<file path="config.mk">
export PLATFORM = sky130hd
export DESIGN_NAME = pipe_stage_reg
export DESIGN_NICKNAME = d
export VERILOG_FILES = /design/src/rtl/pipe_stage_reg.sv
export SDC_FILE = /design/constraint.sdc
export NUM_CORES = 1
export LEC_CHECK = 0
export ABC_CLOCK_PERIOD_IN_PS = 2000
export CAP_MARGIN = 0
export CELL_PAD_IN_SITES_DETAIL_PLACEMENT = 0
export CELL_PAD_IN_SITES_GLOBAL_PLACEMENT = 1
export CORE_AREA = 2 2 95 97
export DETAILED_ROUTE_END_ITERATION = 7
export DIE_AREA = 0 0 97 99
export PLACE_DENSITY = 0.79
export SYNTH_ARGS = -nofsm -noshare
export SYNTH_HDL_FRONTEND = slang
export SYNTH_SLANG_ARGS = --single-unit
export TNS_END_PERCENT = 50
</file>
<file path="constraint.sdc">
create_clock -name clk -period 2 [get_ports clk]
set_clock_uncertainty 0.15 [all_clocks]
set_input_delay 0.4 -clock clk [delete_from_list [all_inputs] [get_ports clk]]
set_output_delay 0.4 -clock clk [all_outputs]
set_load 0.01 [all_outputs]
</file>
<file path="src/rtl/pipe_stage_reg.sv">
// Generic valid/ready pipeline register between NPC core stages, with an
// optional one-entry skid buffer, synchronous flush and optional bubble zeroing.
module pipe_stage_reg #(
    parameter int unsigned DATA_WIDTH  = 32,
    parameter int unsigned SKID        = 0,
    parameter int unsigned ZERO_BUBBLE = 0
) (
    input  logic                  clk,
    input  logic                  resetn,
    input  logic                  flush,
    input  logic                  in_valid,
    output logic                  in_ready,
    input  logic [DATA_WIDTH-1:0] in_data,
    output logic                  out_valid,
    input  logic                  out_ready,
    output logic [DATA_WIDTH-1:0] out_data,
    output logic [1:0]            occupancy
);

    // Encoding is {skid_valid, main_valid}.
    typedef enum logic [1:0] {
        EMPTY = 2'b00,
        ONE   = 2'b01,
        TWO   = 2'b11
    } state_t;

    state_t                state, state_next;
    logic [DATA_WIDTH-1:0] main_data, main_next;
    logic [DATA_WIDTH-1:0] skid_data, skid_next;
    logic [DATA_WIDTH-1:0] bubble_data;
    logic                  main_valid, skid_valid;
    logic                  in_fire, out_fire;

    assign main_valid = state[0];
    assign skid_valid = state[1];

    // With a skid entry, in_ready has no combinational path from out_ready.
    assign in_ready = (SKID != 0) ? (resetn & ~flush & ~skid_valid)
                                  : (resetn & ~flush & (~main_valid | out_ready));

    assign out_valid   = main_valid;
    assign out_data    = main_data;
    assign occupancy   = {1'b0, main_valid} + {1'b0, skid_valid};
    assign in_fire     = in_valid & in_ready;
    assign out_fire    = out_valid & out_ready;
    assign bubble_data = (ZERO_BUBBLE != 0) ? '0 : main_data;

    always_comb begin
        state_next = state;
        main_next  = main_data;
        skid_next  = skid_data;
        if (flush) begin
            state_next = EMPTY;
            main_next  = bubble_data;
        end else begin
            unique case (state)
                EMPTY: begin
                    if (in_fire) begin
                        state_next = ONE;
                        main_next  = in_data;
                    end else begin
                        main_next  = bubble_data;
                    end
                end
                ONE: begin
                    if (in_fire && out_fire) begin
                        main_next  = in_data;
                    end else if (out_fire) begin
                        state_next = EMPTY;
                        main_next  = bubble_data;
                    end else if (in_fire) begin
                        state_next = TWO;
                        skid_next  = in_data;
                    end
                end
                TWO: begin
                    if (out_fire) begin
                        state_next = ONE;
                        main_next  = skid_data;
                    end
                end
                default: begin
                    state_next = EMPTY;
                end
            endcase
        end
    end

    always_ff @(posedge clk) begin
        if (!resetn) begin
            state     <= EMPTY;
            main_data <= '0;
            skid_data <= '0;
        end else begin
            state     <= state_next;
            main_data <= main_next;
            skid_data <= skid_next;
        end
    end

endmodule

</file>
[Word-level counts from Yosys, hierarchy flattened]
Index checks and enable logic that the tools add are counted.
Storage, ports and cells
  bits of input ports: 37
  memories kept: 0
  latch bits: 0
  bits in writable memories: 0
  bits in read-only memories: 0
  word-level logic and storage cells: 38
  flip-flop bits (word level): 66
Operators by class
  div/mod/pow operators: 0
  shift-type cells: 0
  multiply operators: 0
  muxes and demuxes: 10
  bitwise logic cells: 10
  reduce and logical (&&, ||, !) cells: 7
  equality and inequality tests: 7
  order comparisons: 0
  add/sub/neg operators: 1
Operators by type and width (number)
  32-bit 2-to-1 mux: 3
  32-bit one-hot mux with 3 select lines: 1
  2-bit 2-to-1 mux: 5
  5-bit AND reduction: 2
  2-bit inequality test (second input constant): 4
  2-bit one-hot mux with 3 select lines: 1
  1-bit inverter: 5
  1-bit bitwise AND: 4
  4-bit AND reduction: 1
  3-bit inequality test (second input constant): 1
  3-bit nonzero test: 1
  1-bit by 1-bit adder with 2-bit output: 1
  2-bit by 1-bit equality test with 1-bit output (second input constant): 1
  2-bit equality test (second input constant): 1
  2-bit logical NOT: 1
  2-bit OR reduction: 1
  1-bit logical AND: 1
  1-bit bitwise OR: 1

[Depth between registers and ports, before layout]
  depth after elaboration: 8
  mapped depth: 8
  mapped depth without buffers: 6

[Worst setup path after synthesis]
Ideal clock, no wire load.
  path kind: register -> register
  from: register state[0]
  to: register main_data[0], in the netlist out_data[0]
  cell stages (with the launch flop): 7
  path slack: 45 ps
  arrival time: 1685 ps
  data required time: 1730 ps
  library setup time: 120 ps
  cells stage by stage: dfxtp_1 -> inv_1 -> ha_1 -> nor3_1 -> o211ai_4 -> buf_6 -> mux2i_1
Between the ends
  cells in the longest elaborated chain, start to end: 7
RTL lines
  start: declaration: RTL line 27  | state_t state, state_next;
  start signal: assignment: RTL line 95  | state <= state_next;
  1-bit inverter: RTL line 39  | : (resetn & ~flush & (~main_valid | out_ready));
  1-bit bitwise OR: RTL line 39
  1-bit bitwise AND: RTL line 39
  1-bit bitwise AND: RTL line 44  | assign in_fire = in_valid & in_ready;
  1-bit logical AND: RTL line 66  | if (in_fire && out_fire) begin
  2-bit inequality test (no line)
  5-bit AND reduction (no line)
  end signal: assignment: RTL line 96  | main_data <= main_next;
  end: declaration: RTL line 28  | logic [DATA_WIDTH-1:0] main_data, main_next;
Several ways; a longest one is shown, not always the timed one.
A chain may end at the register's enable or synchronous reset.

[Final worst setup path]
  from: input flush
  to: output in_ready
Between the ends
  cells in the longest elaborated chain, start to end: 3
RTL lines
  start: declaration: RTL line 10  | input logic flush,
  1-bit inverter (no line)
  1-bit bitwise AND (2 in a row): RTL line 39
  end: declaration: RTL line 12  | output logic in_ready,
Every way passes these cells.

==> flow_summary.yaml <==
critical_path:
  cp.required_ns: 1.45
  critPathMaxFanout: 2
  end_kind: "output port"
  worst_setup_path_start_kind: "primary input"
  slowest_stage: "clkdlybuf4s50_1"
  path_cells: "clkdlybuf4s50_1, nand2b_4, nor2_1, clkdlybuf4s15_1"
  critPathArrivalTime_ns: 1.41
  criticalPathCategory: "primary input to output port"
  slowest_delay_ns: 0.45
timing:
  slew_violations: 0
  fin_hold_ws_ns: 0.301
  hold_viol: 0
  setup_viol: 0
  finalCritPeriodShare_pct: 98.1
  final.min_clock_period_ns: 1.96
  slew_headroom_pct: 74.3
  tightestPinTransition_ns: 0.385
  fmax_mhz: 510
  rsz0062_at_grt: "no"
  fin_ws_ns: 0.0382
run_status:
  status: "complete, no violations"
floorplanning:
  io_pins: 73
  core_sq_um: 8550
  start_util_pct: 36.3
  dieArea_sq_um: 9600
  die_y_um: 99
  rows: 34
  die_w_um: 97
finish:
  final_net_count: 465
  final_cell_count_no_fill: 536
  antennaDiodeCount: 0
  seq_area_sq_um: 1320
  final_util_pct: 49.1
  multiInputGateArea_sq_um: 1650
  area_delta_synth_final_pct: 35.4
  layout-drive-gt1-share_pct: 17.1
  fillCellCount: 814
clock_tree:
  htreeDepth: 3
  cts_sinks: 66
  cts_buffer_depth: 2
  clk_latency_ns: 0.32
  cts_tree: "yes"
  cts-hold-fix-buffers: 0
  clockRootBuffer: "clkbuf_8"
  path_clk_slew_ns: 0.06
  cts_resized: 3
  numCtsBuffers: 9
  post_cts_buffers: 0
logic_synthesis:
  synth_area_sq_um: 3100
  async_flop_share_pct: 0
  synth.most_common_cell: "nand2_1"
  synthCells: 348
  synth_edf_count: 0
  seq_area_frac_synth_pct: 42.6
  syn_area_per_cell_sq_um: 8.91
  syn_nets: 389
  synthFlopType: "dfxtp_1"
  synthTopCellsByArea: "dfxtp_1, nand2_1, mux2_2, mux2i_1, a21boi_1"
  yosys.area.top_type: "dfxtp_1"
  synth_seq_cells: 66
  yosys_warnings: 0
  synth_commonest_cells: "nand2_1, dfxtp_1, mux2_2, mux2i_1, a21boi_1"
  synth.distinct_cells: 27
  yosysTopAreaCellShare_pct: 42.6
global_route:
  grtUsageMet1_pct: 18.6
  antenna_found_initial: 0
  busiest_layer: "met2"
  grt_util_all_layers_pct: 14.8
  grt_pass1_wl_mm: 11.6
  grtUsageMet3_pct: 4.40
  grt_max_degree: 42
  grt_util_met2_pct: 24.5
  grt_pass1_vias: 2469
  gr-total-overflow: 0
drt:
  dr.pass1.iters: 4
  ant_nets: 0
  vias: 2549
  drt_wl_total_mm: 6.86
  viasPerCell: 4.76
  drc: 0
  post_drt_wl_per_cell_um: 12.8
  drt-initial-drc-count: 34
power_and_ir_drop:
  power.density_nw_per_um2: 670
  max-vdd-ir-drop_mv: 0.274
  p_leak_nw: 1.70
  p_total_mw: 2.81
placed_design:
  place_inst: 521
  dp_hpwl_mm: 4.57
  routabilityCongestion: 0.726
  dp_slack_ns: -0.234
  io_buffers: 72
hold_path:
  hp-class: "flip-flop to flip-flop"
job:
  maxCapViolCount: 0
## state kept, by name, summed over array words and instances (netlist names)
| signal | count |
|---|---|
| out_data | 32 |
| skid_data | 32 |
| state | 2 |
## stage by stage
step	area [sq um]	TNS (ns)
CTS	4190	0
floorplan	3100	0
finish	4200	0
detailed placement	4010	-9.94
global placement	4010	-8.48
global route	4200	0
## cell usage in the layout (no fill, tap or decap), types with 2 or more instances in the layout
master           count
ha_2                 2
mux2_2              32
nor2b_1              3
nor2_1               3
buf_12               4
clkbuf_8            10
a21oi_1              2
inv_1                3
clkinv_2             2
nand2_1            132
dlygate4sd2_1        2
mux2i_1             32
buf_4               14
ha_1                 2
clkbuf_1             2
clkdlybuf4s50_1     68
a21boi_1            29
dfxtp_1             65
o21ai_0              2
a21boi_0             3
## final cells by class
class	count	share of cell area, %
tap	108	3.22
sequential	66	31.5
clock inverter	3	0.954
clock buffer	12	3.46
inverter	3	0.268
timing repair buffer	90	21.4
multi-input combinational	254	39.2
## final timing paths
check | cells after the start | start | to | slack (ns)
worst max-delay path | 4 | flush | in_ready | 0.04
worst min-delay path | 2 | skid_data[11]$_SDFFE_PN0P_ | skid_data[11]$_SDFFE_PN0P_ | 0.30
worst max register to register | 7 | state[0]$_SDFFE_PP0P_ | out_data[11]$_SDFFE_PN0P_ | 0.17
worst min register to register | 2 | skid_data[11]$_SDFFE_PN0P_ | skid_data[11]$_SDFFE_PN0P_ | 0.30
## power breakdown
group / internal, mW / switching, mW
combinational: 0.210 / 0.157
sequential: 1.35 / 0.0150
clock: 0.601 / 0.486
## routing by layer
metal | vias to the layer above | routed length [um]
met4 | 0 | 15
met3 | 2 | 358
li1 | 1304 | -
met2 | 59 | 3170
met1 | 1184 | 3310
met5 | - | 0
## kinds of logic (layout without fill, tap and decap cells)
| family | count (synthesis) | after routing | share of synthesized area (%) |
|---|---|---|---|
| mux | 64 | 64 | 22.0 |
| compound gates | 42 | 42 | 10.5 |
| simple gates | 144 | 144 | 18.6 |
| fa+ha+maj | 4 | 4 | 1.61 |
| buf+inv | 28 | 108 | 4.68 |
| flops | 66 | 66 | 42.6 |
## worst max-delay path: cells and delay by family
kind                   cells  cell delay, ns
AND/OR/NAND/NOR            2            0.30
buffers and inverters      2            0.71
Note: power is estimated with default switching activity, not from simulation.
